<file path="src/rtl/rcb_frl_updown_counter.sv">
// rtl/rcb_frl_updown_counter.sv - bounded up/down counter with wrap/saturate, load, pulses and hysteresis flag
// Defining RCB_FRL_UDCNT_STICKY_ERR_EN adds err_clr/err_sticky sticky overflow/underflow flags.
module rcb_frl_updown_counter #(
   parameter int unsigned WIDTH     = 7,
   parameter int unsigned MIN_VAL   = 0,
   parameter int unsigned MAX_VAL   = 127,
   parameter int unsigned STEP      = 1,
   parameter int unsigned RESET_VAL = 0,
   parameter int unsigned SATURATE  = 0,
   parameter int unsigned HI_THR    = 96,
   parameter int unsigned LO_THR    = 32
) (
   input  logic             clk,
   input  logic             rst,
   input  logic             clr,
   input  logic             load,
   input  logic [WIDTH-1:0] load_value,
   input  logic             en,
   input  logic             ud,
`ifdef RCB_FRL_UDCNT_STICKY_ERR_EN
   input  logic             err_clr,
`endif
   output logic [WIDTH-1:0] count_value,
   output logic             at_max,
   output logic             at_min,
   output logic             ovf,
   output logic             unf,
   output logic             hi_flag
`ifdef RCB_FRL_UDCNT_STICKY_ERR_EN
   ,
   output logic [1:0]       err_sticky
`endif
);

   // One extra bit of headroom keeps every step free of native wrap.
   localparam logic [WIDTH:0]   MIN_X   = (WIDTH+1)'(MIN_VAL);
   localparam logic [WIDTH:0]   MAX_X   = (WIDTH+1)'(MAX_VAL);
   localparam logic [WIDTH:0]   STEP_X  = (WIDTH+1)'(STEP);
   localparam logic [WIDTH:0]   RANGE_X = (WIDTH+1)'(MAX_VAL - MIN_VAL + 1);
   localparam logic [WIDTH:0]   HI_X    = (WIDTH+1)'(HI_THR);
   localparam logic [WIDTH:0]   LO_X    = (WIDTH+1)'(LO_THR);
   localparam logic [WIDTH-1:0] RST_W   = WIDTH'(RESET_VAL);
   localparam logic [WIDTH:0]   RST_X   = (WIDTH+1)'(RESET_VAL);
   localparam logic             RST_AT_MAX = (RESET_VAL == MAX_VAL);
   localparam logic             RST_AT_MIN = (RESET_VAL == MIN_VAL);
   localparam logic             RST_HI     = (RESET_VAL >= HI_THR);

   logic [WIDTH-1:0] count_q, count_d;
   logic             at_max_q, at_max_d;
   logic             at_min_q, at_min_d;
   logic             ovf_q, ovf_d;
   logic             unf_q, unf_d;
   logic             hi_flag_q, hi_flag_d;

   logic [WIDTH:0]   cnt_ext;
   logic [WIDTH:0]   up_sum;
   logic [WIDTH:0]   load_ext;
   logic [WIDTH:0]   count_x;

   always_comb begin
      cnt_ext  = {1'b0, count_q};
      up_sum   = cnt_ext + STEP_X;
      load_ext = {1'b0, load_value};
      count_x  = cnt_ext;
      ovf_d    = 1'b0;
      unf_d    = 1'b0;

      if (clr) begin
         count_x = RST_X;
      end else if (load) begin
         if (load_ext < MIN_X) begin
            count_x = MIN_X;
         end else if (load_ext > MAX_X) begin
            count_x = MAX_X;
         end else begin
            count_x = load_ext;
         end
      end else if (en) begin
         if (ud) begin
            if (up_sum > MAX_X) begin
               ovf_d   = 1'b1;
               count_x = (SATURATE != 0) ? MAX_X : (up_sum - RANGE_X);
            end else begin
               count_x = up_sum;
            end
         end else begin
            if (cnt_ext < (MIN_X + STEP_X)) begin
               unf_d   = 1'b1;
               count_x = (SATURATE != 0) ? MIN_X : (cnt_ext + (RANGE_X - STEP_X));
            end else begin
               count_x = cnt_ext - STEP_X;
            end
         end
      end

      count_d  = WIDTH'(count_x);
      at_max_d = (count_x == MAX_X);
      at_min_d = (count_x == MIN_X);

      // Between the thresholds the flag keeps its previous value.
      hi_flag_d = hi_flag_q;
      if (count_x >= HI_X) begin
         hi_flag_d = 1'b1;
      end else if (count_x <= LO_X) begin
         hi_flag_d = 1'b0;
      end
   end

   always_ff @(posedge clk or posedge rst) begin
      if (rst) begin
         count_q   <= RST_W;
         at_max_q  <= RST_AT_MAX;
         at_min_q  <= RST_AT_MIN;
         ovf_q     <= 1'b0;
         unf_q     <= 1'b0;
         hi_flag_q <= RST_HI;
      end else begin
         count_q   <= count_d;
         at_max_q  <= at_max_d;
         at_min_q  <= at_min_d;
         ovf_q     <= ovf_d;
         unf_q     <= unf_d;
         hi_flag_q <= hi_flag_d;
      end
   end

   assign count_value = count_q;
   assign at_max      = at_max_q;
   assign at_min      = at_min_q;
   assign ovf         = ovf_q;
   assign unf         = unf_q;
   assign hi_flag     = hi_flag_q;

`ifdef RCB_FRL_UDCNT_STICKY_ERR_EN
   logic [1:0] err_sticky_q, err_sticky_d;

   // A fresh event outranks err_clr in the same cycle.
   always_comb begin
      err_sticky_d = err_clr ? 2'b00 : err_sticky_q;
      err_sticky_d = err_sticky_d | {ovf_d, unf_d};
   end

   always_ff @(posedge clk or posedge rst) begin
      if (rst) begin
         err_sticky_q <= 2'b00;
      end else begin
         err_sticky_q <= err_sticky_d;
      end
   end

   assign err_sticky = err_sticky_q;
`endif

endmodule

</file>
<file path="config.mk">
export PLATFORM = sky130hd
export DESIGN_NAME = rcb_frl_updown_counter
export DESIGN_NICKNAME = d
export VERILOG_FILES = /design/src/rtl/rcb_frl_updown_counter.sv
export SDC_FILE = /design/constraint.sdc
export NUM_CORES = 1
export LEC_CHECK = 0
export BUFFER_PORTS_ARGS = -buffer_cell sky130_fd_sc_hd__buf_2
export CAP_MARGIN = 20
export CORE_UTILIZATION = 55
export CTS_BUF_LIST = sky130_fd_sc_hd__clkbuf_8
export DETAILED_ROUTE_END_ITERATION = 10
export PLACE_DENSITY_LB_ADDON = 0.15
export SLEW_MARGIN = 15
export SYNTH_ARGS = -nofsm -noshare
export SYNTH_HDL_FRONTEND = slang
export SYNTH_SLANG_ARGS = --single-unit
</file>
<file path="constraint.sdc">
create_clock -name clk -period 5.9 [get_ports clk]
set_clock_uncertainty 0.1 [all_clocks]
set_input_delay 1.18 -clock clk [delete_from_list [all_inputs] [get_ports clk]]
set_output_delay 1.18 -clock clk [all_outputs]
set_load 0.005 [all_outputs]
</file>
==> results_dict.tcl, run 1 <==
set metrics [dict create \
    synthArstFlopShare_pct 100.0 \
    vias 822 \
    grt_max_degree 13 \
    yosysWarningCount 0 \
    cts_root_buf "clkbuf_8" \
    crit_start "ud" \
    ys_types 41 \
    required_ns 5.96 \
    yosysSeqAreaShare_pct 33.33 \
    critical_path.endpoint "at_min" \
    final_min_period_over_clock_period_pct 50.63 \
    num-nets-final 135 \
    grt-ovfl-total 0 \
    timing.hold.worst.class "reg -> reg" \
    post_route_cells_drive_above_1_share_pct 36.97 \
    drt_iter0_drc 26 \
    p_leak_nw 0.4891 \
    clock_path_buffers 2 \
    relSlewSlack_pct 68.36 \
    antenna_found_initial 0 \
    cts_resized 0 \
    worstSetupStartpointType "primary input" \
    tightest_slew_ns 0.4741 \
    initial_core_util_pct 59.36 \
    fmax_mhz 334.7 \
    dieArea_mm2 0.001811 \
    core_region_area_mm2 0.001524 \
    synth_ff_type "dfrtp_1" \
    syn_inst 98 \
    rsz0062_at_grt "false" \
    ir_worst_vdd_v 0.0001702 \
    final_common_cell "buf_2" \
    cp-end-kind "register" \
    cts_buffers 3 \
    num_io_pins 25 \
    status "complete, no violations" \
    tritoncts "built" \
    clk_latency_ns 0.24 \
    post_drt_wl_per_cell_um 14.84 \
    fin_util_pct 69.38 \
    grt_usage_pct 24.28 \
    die_h_um 42.56 \
    routed_wirelength_um 2003 \
    final_cell_mix "24 x buf_2, 11 x inv_1, 11 x dfrtp_1" \
    tns_ns 0 \
    via_per_inst 6.089 \
    synthToLayoutAreaGrowth_pct 16.87 \
    finalSetupViolCount 0 \
    num_rows 14 \
    place_congestion 0.8362 \
    reg2regPathDepth 8 \
    die-width_um 42.56 \
    whs_ns 0.4721 \
    hold_violations 0 \
    reg2reg_to "at_min" \
    regToRegSetupSlack_ns 3.28 \
    first_pass_iters 4 \
    final_cell_count_no_fill 135 \
    cts.sinks 12 \
    place_inst 131 \
    syn_area_um2 904.6 \
    htree_num_levels 1 \
    crit_type "in -> reg" \
    ant_nets 0 \
    syn_nets 113 \
    finalCriticalPeriod_ns 2.987 \
    worst-path-max-fanout 8 \
    drt_drc_violations_left 0 \
    portBuffers 24 \
    grt_pass1_vias 780 \
    r2r-start "count_value[0]" \
    powerDensity_mw_per_mm2 227.5 \
    slew_viol_final 0 \
    hpwl_um 1533 \
    path_clk_slew_ns 0.05 \
    cts_hold_buf 0 \
    total_power_mw 0.2405 \
    ys_seq_elements 12 \
    post_cts_buffers 0 \
    diodes 0 \
    max_cap_viol_count 0 \
    synth_area_per_cell_um2 9.231 \
    grt_pass1_wl_um 3277 \
    cp.arrival_ns 3.05 \
    synth_edf_count 0 \
]
metal layers:
| layer | vias up | routed length (um) | global-route usage [%] |
|---|---|---|---|
| li1 | 395 | - | - |
| met1 | 398 | 870 | 30.68 |
| met2 | 25 | 1000 | 42.15 |
| met3 | 4 | 105 | 5.172 |
| met4 | 0 | 26 | 5.625 |
| met5 | - | 0 | 0 |
area by class of cell:
class	count	area, um2
clock buffers	4	55.05
fillers	135	466.7
inverters	11	41.29
multi-input cells	68	519.2
flip-flops and latches	12	301.5
well taps	16	20.02
repair buffers	24	120.1
flip-flops by register name (all words and copies together), names as in the netlist:
name	count
unf	1
ovf	1
at_max	1
at_min	1
count_value	7
hi_flag	1
critical path: stages:
cell	delay (ns)
buf_2	0.15
or4b_2	0.66
a21oi_1	0.21
xor2_1	0.09
o21ai_0	0.31
and3_1	0.24
nor3b_1	0.19
power by group:
part	internal, mW	total [mW]	switching [mW]
Clock	0.0590	0.0907	0.0317
Sequential	0.0880	0.0973	0.00938
Combinational	0.0240	0.0524	0.0284
Yosys cell counts (3+ instances only):
library cell	instances	area, um2
nor2_1	5	18.77
o21ai_0	4	20.02
clkbuf_1	3	11.26
nand4_1	4	25.02
xor2_1	3	26.28
xnor2_1	4	35.03
nand2_1	9	33.78
inv_1	11	41.29
a21oi_1	6	30.03
dfrtp_1	11	275.3
cells by family after synthesis:
logic type | share of synthesized area, %
simple gates | 23.38
fa+ha+maj | 2.766
compound gates | 23.38
buf+inv | 9.266
mux | 1.107
flops | 33.33
xor+xnor | 6.777
stage by stage:
step	setup WS [ns]	area, um2
5_1_grt	2.777	1057
4_1_cts	2.900	1057
2_1_floorplan	2.885	904.6
3_3_place_gp	2.647	1002
6_report	2.913	1057
3_5_place_dp	2.670	1002
how the worst min path moves through the flow:
stage | from | end | slack (ns) | depth (start not counted)
finish | hi_flag | hi_flag | 0.47 | 2
global route | hi_flag | hi_flag | 0.53 | 2
CTS | hi_flag | hi_flag | 0.47 | 2
detailed placement | hi_flag | hi_flag | 0.46 | 2
global placement | hi_flag | hi_flag | 0.45 | 2
floorplan | hi_flag | hi_flag | 0.44 | 2
Power figures use the tool's default switching activity.
==> run 2, diff against run 1 <==
- CORE_UTILIZATION: 55 -> 48
- clock period: 5.9 -> 2.6 ns (I/O delays scaled with it)
==> run 2 against run 1 <==
Net effect:
- die area rose by 14%
- wire length rose by 6.3%
- sequential power rose by 130%
- first-iteration DRC count fell by 38%
- setup slack got worse by 2.8 ns
- critical path depth rose by 1
- total power rose by 130%
- critical endpoint is now at_max
- global-route usage fell by 0.22 points
- register-to-register slack got worse by 3.2 ns
- non-clock buffer count rose by 7
- count of clock-buffer cells in the layout did not move
- final cell count rose by 12%
==> results_dict.tcl, run 2 (synthesis gave the netlist of run 1 again) <==
set metrics [dict create \
    grt_max_degree 13 \
    tns_ns 0 \
    drt_drc_violations_left 0 \
    status "complete, no violations" \
    drt_iter0_drc 16 \
    grt_pass1_vias 768 \
    post_route_cells_drive_above_1_share_pct 41.27 \
    worst-path-max-fanout 7 \
    r2r-start "count_value[0]" \
    finalCriticalPeriod_ns 2.487 \
    cts_root_buf "clkbuf_8" \
    cts_hold_buf 0 \
    final_cell_mix "24 x buf_2, 11 x inv_1, 10 x dfrtp_1" \
    tightest_slew_ns 0.4685 \
    cts.sinks 12 \
    timing.hold.worst.class "in -> async" \
    whs_ns 0.1784 \
    clk_latency_ns 0.24 \
    rsz0062_at_grt "false" \
    routed_wirelength_um 2129 \
    dieArea_mm2 0.002062 \
    htree_num_levels 1 \
    p_leak_nw 0.5220 \
    hpwl_um 1659 \
    num-nets-final 142 \
    combPwrFrac_pct 24.2 \
    ant_nets 0 \
    core_region_area_mm2 0.001745 \
    worstSetupStartpointType "register" \
    p_sw_mw 0.1593 \
    diodes 0 \
    final_cell_count_no_fill 151 \
    first_pass_iters 4 \
    hold_violations 0 \
    final_min_period_over_clock_period_pct 95.65 \
    reg2regPathDepth 8 \
    largest_reg_flops 7 \
    relSlewSlack_pct 68.73 \
    place_congestion 0.8344 \
    initial_core_util_pct 51.83 \
    ir_worst_vdd_v 0.0003924 \
    portBuffers 24 \
    antenna_found_initial 0 \
    max_cap_viol_count 0 \
    finalSetupViolCount 0 \
    grt_usage_pct 24.06 \
    final_common_cell "buf_2" \
    tritoncts "built" \
    internal_power_mw 0.3982 \
    crit_type "reg -> reg" \
    via_per_inst 5.536 \
    synthToLayoutAreaGrowth_pct 24.07 \
    powerDensity_mw_per_mm2 496.7 \
    vias 836 \
    post_cts_buffers 0 \
    num_rows 15 \
    crit_start "count_value[0]" \
    die-width_um 45.41 \
    seq_power_share_pct 39.4 \
    slew_viol_final 0 \
    path_clk_slew_ns 0.05 \
    swShare_pct 28.57 \
    place_inst 147 \
    clock_path_buffers 2 \
    grt_pass1_wl_um 3436 \
    power_frac_clock_pct 36.4 \
    num_io_pins 25 \
    grt-ovfl-total 0 \
    cp.arrival_ns 2.52 \
    required_ns 2.63 \
    cp-end-kind "register" \
    die_h_um 45.41 \
    fmax_mhz 402.1 \
    cts_buffers 3 \
    post_drt_wl_per_cell_um 14.10 \
]
run 2: changes by cell type in the layout (fill, tap and decap cells not counted), sizes merged:
cell  previous run  this run
buf             24        31
run 2: timing repair:
| action | in CTS | in global routing |
|---|---|---|
| setup endpoints to repair | 0 | 2 |
| endpoints found under the hold margin | 0 | 0 |
| resized for setup | 0 | 2 |
run 2: final timing paths:
check	end	slack [ns]
worst min-delay path	at_max	0.18
max in group asynchronous	count_value[0]	1.87
worst max register to register	at_max	0.11
worst max-delay path	at_max	0.11
min in group clk	count_value[0]	0.48
worst min register to register	hi_flag	0.50
run 2: worst max-delay path: stages (launching register included):
cell,delay [ns]
dfrtp_2,0.45
inv_1,0.08
ha_1,0.19
mux2i_1,0.09
or3_1,0.32
a311oi_2,0.36
nand4_1,0.14
a211o_1,0.30
a2111oi_2,0.34
run 2: per-stage QoR:
stage / util [%] / cell area (um2) / power, mW / worst slack, ns
finish: 64.30 / 1122 / 0.5575 / 0.1130
global route: 64.30 / 1122 / 0.5879 / 0.02144
CTS: 64.23 / 1121 / 0.5616 / 0.09030
detailed placement: 61.08 / 1066 / 0.3546 / 0.03356
global placement: 61.08 / 1066 / 0.3522 / 0.05737
floorplan: - / 904.6 / 0.3086 / 0.1677
run 2: cell type report:
type | count | area (um2)
fill | 149 | 623.1
multi-input combinational | 68 | 519.2
sequential | 12 | 302.8
timing repair buffer | 31 | 172.7
clock buffer | 4 | 55.05
inverter | 11 | 41.29
tap | 25 | 31.28
run 2: power by group through the flow:
stage                     logic (mW)  clock network, mW  registers, mW
after global placement         0.131                  0          0.221
after floorplan               0.0937                  0          0.215
final                          0.135              0.203          0.220
after CTS                      0.134              0.209          0.219
after global routing           0.150              0.216          0.222
after detailed placement       0.133                  0          0.222
run 2: layer usage:
metal  share of wire [%]  wire length, um  GRT usage [%]  up-vias
li1                    -                -              -      410
met1                  46              975          31.58      402
met2                  50             1071          37.14       24
met3                 3.9               83          5.159        0
met4                   0                0          12.12        0
met5                   0                0              0        -
